==> config.mk <==
export PLATFORM = sky130hd
export DESIGN_NAME = sha1_msg_padder
export DESIGN_NICKNAME = d
export VERILOG_FILES = /design/src/rtl/sha1_msg_padder.sv
export SDC_FILE = /design/constraint.sdc
export NUM_CORES = 1
export LEC_CHECK = 0
export CELL_PAD_IN_SITES_DETAIL_PLACEMENT = 1
export CELL_PAD_IN_SITES_GLOBAL_PLACEMENT = 1
export CORE_UTILIZATION = 48
export CTS_CLUSTER_DIAMETER = 80
export DETAILED_ROUTE_END_ITERATION = 7
export DONT_BUFFER_PORTS = 1
export PLACE_DENSITY_LB_ADDON = 0.1
export SLEW_MARGIN = 40
export SYNTH_ARGS = -nofsm -noshare
export SYNTH_HDL_FRONTEND = slang
export SYNTH_SLANG_ARGS = --single-unit
==> constraint.sdc <==
create_clock -name clk -period 23.3 [get_ports clk]
set_input_delay 2.33 -clock clk [delete_from_list [all_inputs] [get_ports clk]]
set_output_delay 2.33 -clock clk [all_outputs]
set_load 0.01 [all_outputs]
==> src/rtl/sha1_msg_padder.sv <==
// sha1_msg_padder: SHA-1 padding and 512-bit block framing for the core.
// Define SHA1_PAD_ERR_EN to enable sticky input-protocol error checking.
module sha1_msg_padder #(
  parameter int LEN_W = 64
) (
  input  logic         clk,
  input  logic         reset,
  input  logic         clr,
  input  logic         in_valid,
  output logic         in_ready,
  input  logic [31:0]  in_data,
  input  logic [2:0]   in_bytes,
  input  logic         in_last,
  output logic         blk_valid,
  output logic [511:0] blk_data,
  output logic         blk_first,
  output logic         blk_last,
  input  logic         blk_ack,
  output logic         err
);

  typedef enum logic [1:0] {
    FILL,
    EMIT,
    EXTRA
  } st_t;

  st_t r_state;
  st_t w_nxt;

  logic [15:0][31:0] r_blk;
  logic [3:0]        r_idx;
  logic [LEN_W-1:0]  r_bitlen;
  logic              r_first;
  logic              r_last;
  logic              r_pend;
  logic              r_pend80;

  logic [2:0]        w_nb;
  logic              w_bad;
  logic              w_acc;
  logic              w_take;
  logic [LEN_W-1:0]  w_inc;
  logic [LEN_W-1:0]  w_sum;
  logic [63:0]       w_len_new;
  logic [63:0]       w_len_cur;
  logic [31:0]       w_word;
  logic [4:0]        w_p;

`ifdef SHA1_PAD_ERR_EN
  logic r_err;

  assign w_nb  = in_bytes;
  assign w_bad = (in_bytes > 3'd4)
              || ((in_bytes < 3'd4) && !in_last)
              || (w_sum < r_bitlen);

  always_ff @(posedge clk or posedge reset) begin
    if (reset)
      r_err <= 1'b0;
    else if (clr)
      r_err <= 1'b0;
    else if (w_acc && w_bad)
      r_err <= 1'b1;
  end

  assign err = r_err;
`else
  // Short non-last words count as full; oversize counts clamp to 4.
  assign w_nb  = !in_last ? 3'd4
               : (in_bytes > 3'd4) ? 3'd4 : in_bytes;
  assign w_bad = 1'b0;
  assign err   = 1'b0;
`endif

  assign w_inc  = {{(LEN_W-6){1'b0}}, w_nb, 3'b000};
  assign w_sum  = r_bitlen + w_inc;
  assign w_acc  = in_valid && in_ready && !clr;
  assign w_take = w_acc && !w_bad;
  assign w_p    = (w_nb < 3'd4) ? {1'b0, r_idx}
                : {1'b0, r_idx} + 5'd1;

  always_comb begin
    w_len_new = '0;
    w_len_new[LEN_W-1:0] = w_sum;
    w_len_cur = '0;
    w_len_cur[LEN_W-1:0] = r_bitlen;
  end

  // Keep valid bytes, drop the 0x80 marker right after them, zero the rest.
  always_comb begin
    w_word = in_data;
    for (int b = 0; b < 4; b++) begin
      if (3'(b) == w_nb)
        w_word[31-8*b -: 8] = 8'h80;
      else if (3'(b) > w_nb)
        w_word[31-8*b -: 8] = 8'h00;
    end
  end

  always_ff @(posedge clk or posedge reset) begin
    if (reset)
      r_state <= FILL;
    else
      r_state <= w_nxt;
  end

  always_comb begin
    w_nxt = r_state;
    unique case (r_state)
      FILL:
        if (w_take && (in_last || r_idx == 4'd15))
          w_nxt = EMIT;
      EMIT:
        if (blk_ack)
          w_nxt = r_pend ? EXTRA : FILL;
      EXTRA:
        w_nxt = EMIT;
      default:
        w_nxt = FILL;
    endcase
    if (clr)
      w_nxt = FILL;
  end

  always_comb begin
    in_ready  = (r_state == FILL) && !reset;
    blk_valid = (r_state == EMIT);
  end

  always_ff @(posedge clk or posedge reset) begin
    if (reset) begin
      r_blk    <= '0;
      r_idx    <= '0;
      r_bitlen <= '0;
      r_first  <= 1'b1;
      r_last   <= 1'b0;
      r_pend   <= 1'b0;
      r_pend80 <= 1'b0;
    end else if (clr) begin
      r_idx    <= '0;
      r_bitlen <= '0;
      r_first  <= 1'b1;
      r_last   <= 1'b0;
      r_pend   <= 1'b0;
      r_pend80 <= 1'b0;
    end else begin
      if (w_take) begin
        r_bitlen     <= w_sum;
        r_idx        <= in_last ? 4'd0 : r_idx + 4'd1;
        r_blk[r_idx] <= w_word;
        r_last       <= in_last && (w_p <= 5'd13);
        if (in_last) begin
          for (int i = 0; i < 16; i++) begin
            if (4'(i) > r_idx)
              r_blk[i] <= (w_p == 5'(i)) ? 32'h8000_0000 : 32'h0;
          end
          if (w_p <= 5'd13) begin
            r_blk[14] <= w_len_new[63:32];
            r_blk[15] <= w_len_new[31:0];
          end
          r_pend   <= (w_p > 5'd13);
          r_pend80 <= (w_p == 5'd16);
        end
      end
      if (r_state == EXTRA) begin
        r_blk     <= '0;
        r_blk[0]  <= r_pend80 ? 32'h8000_0000 : 32'h0;
        r_blk[14] <= w_len_cur[63:32];
        r_blk[15] <= w_len_cur[31:0];
        r_last    <= 1'b1;
        r_pend    <= 1'b0;
        r_pend80  <= 1'b0;
      end
      if (r_state == EMIT && blk_ack) begin
        r_first <= r_last;
        if (r_last) begin
          r_bitlen <= '0;
          r_idx    <= '0;
        end
      end
    end
  end

  assign blk_data  = r_blk;
  assign blk_first = r_first;
  assign blk_last  = r_last;

endmodule

After elaboration in Yosys (flattened, before gate mapping)
Cells that the tools add are included.
Cells by class
  $add $sub $neg: 3
  order comparisons: 26
  equal/unequal tests: 24
  mux-type cells: 78
  bitwise logic cells: 1
  reduce and logical (&&, ||, !) cells: 20
Operators with widths (count)
  512-bit 2-to-1 mux: 3
  32-bit 2-to-1 mux: 34
  512-bit bitwise mux: 1
  64-bit 2-to-1 mux: 5
  32-bit demux with 4-bit select: 1
  64-bit by 6-bit adder with 64-bit output: 1
  8-bit 2-to-1 mux: 8
  5-bit by 4-bit == test with 1-bit output (second input constant): 8
  4-bit > comparator (first input constant): 8
  5-bit by 3-bit == test with 1-bit output (second input constant): 4
  4-bit 2-to-1 mux: 5
  3-bit by 4-bit > comparator with 1-bit output (first input constant): 4
  1-bit 2-to-1 mux: 13
  5-bit by 2-bit == test with 1-bit output (second input constant): 2
  1-bit by 4-bit > comparator with 1-bit output (first input constant): 2
  2-bit by 4-bit > comparator with 1-bit output (first input constant): 2
  2-bit 2-to-1 mux: 4
  1-bit logical AND: 7
  2-bit by 3-bit == test with 1-bit output (first input constant): 2
  1-bit by 3-bit > comparator with 1-bit output (first input constant): 2
  2-bit by 3-bit > comparator with 1-bit output (first input constant): 2
  3-bit 2-to-1 mux: 2
  2-bit one-hot mux with 3 select lines: 1
  2-bit AND reduction: 3
  25 further kinds: 28
Word-level totals
  register bits: 586
  word-level logic and storage cells: 175

Longest topological paths before layout
Gate-level depths: netlist of run 1.
  word-level depth: 12
  mapped depth: 13

Worst setup path after synthesis of run 1
No wires, ideal clock.
  path type: input to register
  start point: input in_bytes[2]
  end point: register r_blk, in the netlist blk_data[473]
  library setup time: 0.064 ns
  arrival time: 4.938 ns
  path slack: 18.297 ns
  cell stages on the path: 11
  cells stage by stage: and2b_1 > buf_2 > and2_1 > ha_1 > fa_1 > a21oi_1 > nor4_1 > nand3_1 > or4_1 > a21oi_1 > a211o_1
Between the ends
  cells in the longest elaborated chain, start to end: 12
RTL lines
  start: declaration: line 12  | input logic [2:0] in_bytes,
  3-bit > comparator: line 71  | : (in_bytes > 3'd4) ? 3'd4 : in_bytes;
  3-bit 2-to-1 mux *: line 71
  3-bit 2-to-1 mux *: line 70  | assign w_nb = !in_last ? 3'd4
  parallel branches: the longest is 6 deep, another holds 64-bit by 6-bit adder with 64-bit output
  512-bit 2-to-1 mux *: line 153  | if (in_last) begin
  512-bit 2-to-1 mux *: line 148  | if (w_take) begin
  512-bit 2-to-1 mux *: line 166  | if (r_state == EXTRA) begin
  end signal: indexed assignment: line 151  | r_blk[r_idx] <= w_word;
  end signal: indexed assignment: line 156  | r_blk[i] <= (w_p == 5'(i)) ? 32'h8000_0000 : 32'h0;
  end: declaration: line 31  | logic [15:0][31:0] r_blk;
Every way passes the cells marked *. The select of a mux whose other input is x is not followed.
A chain may end at the register's enable or synchronous reset.

Final worst setup path of run 1
Ends and elaborated chain as after synthesis.

==> results of run 1 <==
==> power by group through the flow <==
stage	Sequential (W)	Clock (W)	Combinational (W)
final	0.00113	0.00104	0.000174
after floorplan	0.00111	0	0.000107
after global placement	0.00114	0	0.000161
after global routing	0.00113	0.00109	0.000187
after CTS	0.00112	0.00105	0.000171
after detailed placement	0.00114	0	0.000170
==> worst paths after layout <==
kind | endpoint | slack (ns) | depth (start not counted)
min | blk_first$_DFFE_PP1N_ | 0.54 | 1
max reg2reg | blk_data[471]$_DFFE_PP0P_ | 19.45 | 8
max | blk_data[473]$_DFFE_PP0P_ | 18.20 | 9
max in group asynchronous | blk_data[275]$_DFFE_PP0P_ | 19.88 | 3
min reg2reg | blk_first$_DFFE_PP1N_ | 0.54 | 1
min in group asynchronous | r_pend$_DFFE_PP0P_ | 1.59 | 1
==> cells in the final DEF (no fill, tap or decap), drive strengths merged, types with 56 or more instances in the layout <==
master    n
a21oi   482
buf      98
clkbuf   91
dfrtp   582
nand2   937
nand3    56
nor2    158
nor3     57
o21ai   109
xnor2    57
==> stage by stage <==
step                      hold WS (ns)  area (µm²)
after floorplan                  0.451       27400
after global placement           0.519       28000
after detailed placement         0.522       28200
final                            0.535       30300
after global routing             0.544       30300
after CTS                        0.538       30300
==> final cells by class <==
type                            count  area (µm²)
Clock inverter                     21         310
Inverter                           24         103
Timing Repair Buffer               99         848
Clock buffer                       90        1800
Antenna cell                        5        12.5
Tap cell                          756         946
Fill cell                        6556       26100
Multi-Input combinational cell   2286       11700
Sequential cell                   583       14600
==> routing by layer <==
metal | global-route usage | part of all wire
met5 | 0 | 0.00021
met4 | 0.259 | 0.075
met3 | 0.126 | 0.10
met2 | 0.611 | 0.45
met1 | 0.495 | 0.37
==> flip-flops by register name, indices dropped and copies added (netlist names) <==
register	cells
blk_data	512
blk_first	1
blk_last	1
r_bitlen	61
r_idx	4
r_pend	1
r_pend80	1
r_state	2
==> kinds of logic after synthesis <==
| logic type | Yosys count | synth area share |
|---|---|---|
| AO/OA/AOI/OAI | 795 | 0.167 |
| XOR/XNOR | 85 | 0.0272 |
| adder cells (fa/ha/maj) | 8 | 0.00393 |
| buffers and inverters | 329 | 0.0468 |
| flip-flops | 583 | 0.533 |
| multiplexers | 22 | 0.00864 |
| other | 1 | 0.000137 |
| AND/OR/NAND/NOR | 1375 | 0.213 |
==> implementation parameters, run 1 <==
Parameter                              Value

Clocking
  Hold buffer count at cts    0
  Post CTS Setup Buffer Count    0
  TritonCTS clock tree    yes
  Number of gates resized after cts    0
  Sink Count    583
  Maximum number of buffers from clock root to sink    3
  Number of buffers created by CTS    61
  Cell chosen for the clock root    sky130_fd_sc_hd__clkbuf_16
  H-tree lvl count    2
  Clock-pin slew on the worst setup and hold paths    ~0.060 ns
  Clock insertion delay at the later pin of the skew report    about 0.66 ns

Die
  Core area    around 56000 µm²
  Vertical die dimension    roughly 240 µm
  Effective utilization at floorplan    0.486
  Top Ports    558
  Row count    between 80 and 90
  Die ar.    58000 µm²
  Die X    ~240 µm

Worst setup path
  CP max FO    20
  Kind of launch point of the worst setup path    primary input
  Chain of cells forming the critical path    and2b_1 > inv_2 > ha_1 > a21oi_1 > nor4_1 > nand3_1 > or4_1 > a21oi_1 > a211o_1
  Maximum cell stage delay along the critical path    roughly 0.61 ns
  Data required time at the worst endpoint    approximately 24 ns
  Start point of the critical path    in_bytes[2]
  Nature of the critical path endpoint    register
  Dominant cell type by count on the critical path    sky130_fd_sc_hd__a21oi_1
  Kind of cell adding the most delay to the critical path    simple AND/OR/NAND/NOR gates
  Max stage delay cell, worst path    sky130_fd_sc_hd__nor4_1
  Buffering stage count on the worst path with inverters included    1
  Startpoint of the most critical register-to-register path    r_state[0]$_DFFE_PP0P_
  Critical path class    in2reg
  Arrival @ worst endpoint    around 5.7 ns

Cells and area
  Post-route non-filler standard cell count    3864
  Fraction of the core area covered by cells at the end of the flow    0.538
  Share of layout cells above drive strength 1    0.0880
  Net count, final    around 3100
  Area Overhead vs Synth    10.7%

STA
  Min Clock Period, post-route    approximately 5 ns
  Final worst-path setup slack    about 18 ns
  Share of the clock period used by the worst path    0.219
  Final Hold Vio Count    0
  Relative slew slack    0.426
  Clock Skew    around 0.04 ns
  FMAX    approximately 200 MHz
  Count of final setup violators    0
  Summed negative setup slack over all endpoints    0 ns
  Slew Viols, Final    0
  Worst-Margin Slew    approximately 0.85 ns
  RSZ-0062 raised after global routing    no

Power and ir drop
  Share of total power in combinational logic    0.074
  Proportion of power drawn by the clock network    0.445
  Power density cells    around 77 nW/µm²
  Sequential share of power    0.480
  Overall Power    about 0.0023 W
  Sw Ratio    0.272
  Static leakage    roughly 13 nW
  Switching component of the power    between 0.0006 and 0.0007 W
  Internal    0.00171 W
  Worst VDD drop    about 0.057 mV

Synthesis
  Post-synthesis sequential element count    583
  Share of synthesized flip-flops with an asynchronous set or reset    1.00
  Post-synthesis instance area    between 20000 and 30000 µm²
  Leading cell types by total area after synthesis    sky130_fd_sc_hd__dfrtp_1 (53%), sky130_fd_sc_hd__nand2_1 (13%), sky130_fd_sc_hd__a21oi_1 (8.8%)
  Mean instance size in the synthesized netlist    about 8.6 µm²
  Cell count after synthesis    about 3200
  Dominant synthesized flop cell    sky130_fd_sc_hd__dfrtp_1
  Number of enable-type register cells in the synthesized netlist    0
  Top cells by count, synth    sky130_fd_sc_hd__nand2_1 (937), sky130_fd_sc_hd__dfrtp_1 (582), sky130_fd_sc_hd__a21oi_1 (482)
  Sequential element share of the synthesized area    0.533
  Synth warnings    0
  Post-synth top area cell    sky130_fd_sc_hd__dfrtp_1
  Number of distinct library cells after synthesis    about 80
  Most common cell in the netlist    sky130_fd_sc_hd__nand2_1
  Syn Nets    approximately 3200
  Synth top area share    0.532

Placed design
  Detailed placement HPWL    79200 µm
  Worst-case setup slack after placement    17.65 ns
  Placer's final routability congestion estimate    between 0.8 and 0.9
  Number of port buffers    0
  Cell Count Post-Placement    about 3700

Routing
  ANT nets after route    0
  Routed WL per cell    roughly 31 µm
  Vias    25200
  Number of DRC markers after the initial detailed-route iteration    ~2300
  Via-per-instance ratio    6.51
  DRC    0
  Number of search-and-repair iterations in the first detailed-routing pass    5
  Post-Route WL    approximately 120000 µm

Global route
  Number of antenna violations at the first check in global routing    6
  Number of global-route vias before repair    ~25000
  Overall track demand over capacity in global routing    0.402
  Largest net degree at the start of global routing    between 100 and 150
  Final global-route overflow total    0
  First-pass GRT wire length    171000 µm

Hold path
  Hold Crit Start    blk_first$_DFFE_PP1N_
  Worst hold-check path type    reg2reg

Run status
  Outcome    complete, no violations

Job
  Max capacitance violation total    0
(Power assumes the default switching activity.)
==> inputs of run 2 (changes only) <==
--- a/config.mk
+++ b/config.mk
@@ -5,9 +5,10 @@
 export SDC_FILE = /design/constraint.sdc
 export NUM_CORES = 1
 export LEC_CHECK = 0
+export ABC_AREA = 1
 export CELL_PAD_IN_SITES_DETAIL_PLACEMENT = 1
 export CELL_PAD_IN_SITES_GLOBAL_PLACEMENT = 1
-export CORE_UTILIZATION = 48
+export CORE_UTILIZATION = 43
 export CTS_CLUSTER_DIAMETER = 80
 export DETAILED_ROUTE_END_ITERATION = 7
 export DONT_BUFFER_PORTS = 1
==> constraint.sdc (replaced) <==
create_clock -name clk -period 4.5 [get_ports clk]
set_input_delay 0.45 -clock clk [delete_from_list [all_inputs] [get_ports clk]]
set_output_delay 0.45 -clock clk [all_outputs]
set_load 0.01 [all_outputs]
==> run 2 against run 1 <==
  * Routed wire length grew 4.4%
  * Flip-flop and latch count is the same
  * Register-to-register slack lost 18 ns
  * Area after synthesis grew 0.58%
  * Core utilization shrank 5.1 points
  * Clock power grew to 5.3 times the previous value
  * Power grew to 5.9 times the previous value
  * Non-clock buffer count shrank 18
  * Global-route usage shrank 2.3 points
  * Critical endpoint is now blk_data[90]$_DFFE_PP0P_
==> implementation parameters, run 2 <==
Parameter                              Value

Synthesis
  Post-synthesis instance area    27500 µm² (was 27400 µm²)
  Post-synthesis sequential element count    583 (unchanged)
  Syn Nets    3286 (was 3247)
  Dominant synthesized flop cell    sky130_fd_sc_hd__dfrtp_1 (unchanged)
  Mean instance size in the synthesized netlist    8.51 µm² (was 8.56 µm²)
  Synth warnings    0 (unchanged)
  Number of distinct library cells after synthesis    56 (was 81)
  Synth top area share    0.529 (was 0.532)
  Top cells by count, synth    sky130_fd_sc_hd__nand2_1 (591), sky130_fd_sc_hd__dfrtp_1 (582), sky130_fd_sc_hd__nor2_1 (505) (was sky130_fd_sc_hd__nand2_1 (937), sky130_fd_sc_hd__dfrtp_1 (582), sky130_fd_sc_hd__a21oi_1 (482))
  Post-synth top area cell    sky130_fd_sc_hd__dfrtp_1 (unchanged)
  Sequential element share of the synthesized area    0.530 (was 0.533)
  Share of synthesized flip-flops with an asynchronous set or reset    1.00 (unchanged)
  Leading cell types by total area after synthesis    sky130_fd_sc_hd__dfrtp_1 (53%), sky130_fd_sc_hd__a211oi_1 (8.9%), sky130_fd_sc_hd__nand2_1 (8.1%) (was sky130_fd_sc_hd__dfrtp_1 (53%), sky130_fd_sc_hd__nand2_1 (13%), sky130_fd_sc_hd__a21oi_1 (8.8%))
  Number of enable-type register cells in the synthesized netlist    0 (unchanged)
  Cell count after synthesis    3237 (was 3198)
  Most common cell in the netlist    sky130_fd_sc_hd__nand2_1 (unchanged)

Clocking
  Number of gates resized after cts    0 (unchanged)
  TritonCTS clock tree    yes (unchanged)
  Cell chosen for the clock root    sky130_fd_sc_hd__clkbuf_16 (unchanged)
  Clock insertion delay at the later pin of the skew report    0.62 ns (was 0.66 ns)
  Hold buffer count at cts    3 (was 0)
  Clock-pin slew on the worst setup and hold paths    0.06 ns (about the same)
  Number of buffers created by CTS    67 (was 61)
  H-tree lvl count    3 (was 2)
  Sink Count    583 (unchanged)
  Maximum number of buffers from clock root to sink    3 (unchanged)
  Post CTS Setup Buffer Count    0 (unchanged)

Job
  Max capacitance violation total    0 (unchanged)

Hold path
  Worst hold-check path type    in2reg (was reg2reg)
  Worst hold path cell count    2 (was 1)

Placed design
  Number of port buffers    0 (unchanged)
  Detailed placement HPWL    86100 µm (was 79200 µm)
  Placer's final routability congestion estimate    0.952 (was 0.899)

Power and ir drop
  Internal    0.00945 W (was 0.00171 W)
  Worst VDD drop    0.235 mV (was 0.0568 mV)
  Switching component of the power    0.00444 W (was 0.000638 W)
  Sw Ratio    0.320 (was 0.272)
  Power density cells    452 nW/µm² (was 77.3 nW/µm²)
  Static leakage    14.4 nW (was 12.6 nW)
  Share of total power in combinational logic    0.113 (was 0.074)
  Sequential share of power    0.491 (was 0.480)
  Proportion of power drawn by the clock network    0.396 (was 0.445)

STA
  Summed negative setup slack over all endpoints    0 ns (unchanged)
  Count of final setup violators    0 (unchanged)
  Relative slew slack    0.380 (was 0.426)
  FMAX    around 310 MHz
  Share of the clock period used by the worst path    0.714
  Clock Skew    0.0232 ns (was 0.0389 ns)
  Worst-Margin Slew    0.927 ns (was 0.854 ns)
  Slew Viols, Final    0 (unchanged)
  RSZ-0062 raised after global routing    no (unchanged)
  Min Clock Period, post-route    between 3 and 4 ns
  Final Hold Vio Count    0 (unchanged)

Global route
  Final global-route overflow total    0 (unchanged)
  Number of antenna violations at the first check in global routing    4 (was 6)
  Number of global-route vias before repair    25100 (about the same)
  Overall track demand over capacity in global routing    0.379 (was 0.402)
  First-pass GRT wire length    179000 µm (was 171000 µm)
  Largest net degree at the start of global routing    106 (was 115)

Worst setup path
  Chain of cells forming the critical path    nor2_8 > inv_4 > nor2_8 > nor2_8 > inv_2 > nand2_2 > clkinv_2 > o21ai_0 > a21oi_1 (was and2b_1 > inv_2 > ha_1 > a21oi_1 > nor4_1 > nand3_1 > or4_1 > a21oi_1 > a211o_1)
  R2R depth    9 (was 8)
  Arrival @ worst endpoint    3.69 ns (was 5.67 ns)
  Kind of cell adding the most delay to the critical path    buffers and inverters (was simple AND/OR/NAND/NOR gates)
  Number of cells on the critical path    9 (unchanged)
  Critical path class    reg2reg (was in2reg)
  Nature of the critical path endpoint    register (unchanged)
  Maximum cell stage delay along the critical path    0.55 ns (was 0.61 ns)
  Data required time at the worst endpoint    4.97 ns (was 23.87 ns)
  Kind of launch point of the worst setup path    register (was primary input)
  Max stage delay cell, worst path    sky130_fd_sc_hd__clkinv_2 (was sky130_fd_sc_hd__nor4_1)
  Dominant cell type by count on the critical path    sky130_fd_sc_hd__nor2_8 (was sky130_fd_sc_hd__a21oi_1)
  CP max FO    55 (was 20)
  Buffering stage count on the worst path with inverters included    3 (was 1)

Routing
  Routed WL per cell    30.6 µm (was 30.8 µm)
  Via-per-instance ratio    6.02 (was 6.51)
  Vias    24400 (was 25200)
  Number of DRC markers after the initial detailed-route iteration    1827 (was 2334)
  ANT nets after route    0 (unchanged)
  Post-Route WL    124000 µm (was 119000 µm)
  DRC    0 (unchanged)
  Number of search-and-repair iterations in the first detailed-routing pass    5 (unchanged)

Cells and area
  Count of fill cells added during filler insertion    7362 (was 6556)
  Flip-flop count of the largest register, all copies and words added    512 (unchanged)
  Count of antenna diodes in the layout    0 (was 5)
  Area Overhead vs Synth    11.6% (was 10.7%)
  Commonest non-fill, non-tap cell in the layout    sky130_fd_sc_hd__nand2_1 (unchanged)
  Share of layout cells above drive strength 1    0.0792 (was 0.0880)
  Top library cells by usage in the layout, fill and taps aside    sky130_fd_sc_hd__nand2_1 (586), sky130_fd_sc_hd__dfrtp_1 (582), sky130_fd_sc_hd__nor2_1 (501), sky130_fd_sc_hd__a211oi_1 (327), sky130_fd_sc_hd__inv_1 (273) (was sky130_fd_sc_hd__nand2_1 (936), sky130_fd_sc_hd__dfrtp_1 (581), sky130_fd_sc_hd__a21oi_1 (472), sky130_fd_sc_hd__nor2_1 (149), sky130_fd_sc_hd__buf_4 (88))
  Net count, final    3206 (was 3104)
  Fraction of the core area covered by cells at the end of the flow    0.486 (was 0.538)

Die
  Die X    255 µm (was 241 µm)
  Die ar.    65100 µm² (was 58000 µm²)
  Vertical die dimension    255 µm (was 241 µm)
  Top Ports    558 (unchanged)
  Effective utilization at floorplan    0.436 (was 0.486)
  Row count    92 (was 87)
  Core area    63200 µm² (was 56400 µm²)

Run status
  Outcome    complete, no violations (unchanged)
## run 2: changes by cell type after synthesis, moves of 60 or more
cell,change
sky130_fd_sc_hd__nand3_1,+108
sky130_fd_sc_hd__o21ai_0,+109
sky130_fd_sc_hd__a21oi_1,-344
sky130_fd_sc_hd__nor2_1,+348
sky130_fd_sc_hd__a211oi_1,+293
sky130_fd_sc_hd__buf_2,+60
sky130_fd_sc_hd__nand2_1,-346
sky130_fd_sc_hd__clkbuf_1,-151
sky130_fd_sc_hd__inv_1,+255
## run 2: kinds of logic (layout without fill, tap and decap cells)
family | after synthesis | in the layout | synth area share
adders and majority gates | 8 | 8 | 0.00391
buffers and inverters | 525 | 496 | 0.0790
AOI/OAI and AO/OA | 771 | 771 | 0.181
DFF | 583 | 583 | 0.530
and+or+nand+nor | 1313 | 1313 | 0.194
other | 1 | 1 | 0.000136
xor gates and xnor gates | 36 | 36 | 0.0115
## run 2: final timing paths
check                           slack [ns]                   start                   endpoint
worst max-delay path                  1.29  r_state[0]$_DFFE_PP0P_   blk_data[90]$_DFFE_PP0P_
worst min-delay path                  0.03              in_data[1]  blk_data[481]$_DFFE_PP0P_
worst max register to register        1.29  r_state[0]$_DFFE_PP0P_   blk_data[90]$_DFFE_PP0P_
worst min register to register        0.51   blk_first$_DFFE_PP1N_      blk_first$_DFFE_PP1N_
max in group asynchronous             1.90                   reset  blk_data[296]$_DFFE_PP0P_
min in group asynchronous             0.51                   reset     r_state[0]$_DFFE_PP0P_
## run 2: worst register-to-register path, stage by stage, from the launching register on
cell and delay (ns):
sky130_fd_sc_hd__dfrtp_1 0.49, sky130_fd_sc_hd__nor2_8 0.14, sky130_fd_sc_hd__inv_4 0.33, sky130_fd_sc_hd__nor2_8 0.08
sky130_fd_sc_hd__nor2_8 0.45, sky130_fd_sc_hd__inv_2 0.30, sky130_fd_sc_hd__nand2_2 0.16, sky130_fd_sc_hd__clkinv_2 0.55
sky130_fd_sc_hd__o21ai_0 0.48, sky130_fd_sc_hd__a21oi_1 0.08
## run 2: area by class of cell
cell class / instances / area [µm²] / area share
Timing Repair Buffer: 81 / 866 / 0.0282
Clock inverter: 18 / 203 / 0.00659
Sequential cell: 583 / 14600 / 0.475
Tap cell: 846 / 1060 / 0.0344
Inverter: 295 / 1130 / 0.0367
Clock buffer: 102 / 1990 / 0.0647
Multi-Input combinational cell: 2129 / 10900 / 0.355
## run 2: layer usage
metal / GRT usage / part of all wire / wire [µm]
met1: 0.436 / 0.37 / 46500
met2: 0.627 / 0.48 / 59500
met3: 0.107 / 0.083 / 10400
met4: 0.225 / 0.063 / 7820
met5: 0 / 0.00031 / 38
## run 2: power groups by stage
| stage | logic, W | clock network (W) | registers (W) |
|---|---|---|---|
| floorplan | 0.00106 | 0 | 0.00648 |
| global placement | 0.00146 | 0 | 0.00688 |
| detailed placement | 0.00155 | 0 | 0.00690 |
| CTS | 0.00157 | 0.00555 | 0.00681 |
| global route | 0.00175 | 0.00574 | 0.00686 |
| finish | 0.00157 | 0.00550 | 0.00682 |
## run 2: metrics by stage
stage / setup WS, ns / power [W] / std cells / cell area, µm² / hold slack [ns]
CTS: 1.29 / 0.0139 / 4052 / 30700 / 0.00649
finish: 1.29 / 0.0139 / 4054 / 30700 / 0.0257
detailed placement: 1.24 / 0.00845 / 3929 / 28500 / 0.504
global placement: 1.00 / 0.00835 / 3920 / 28200 / 0.506
floorplan: -6.54 / 0.00754 / 3237 / 27500 / 0.479
global route: 1.05 / 0.0144 / 4054 / 30700 / 0.0547
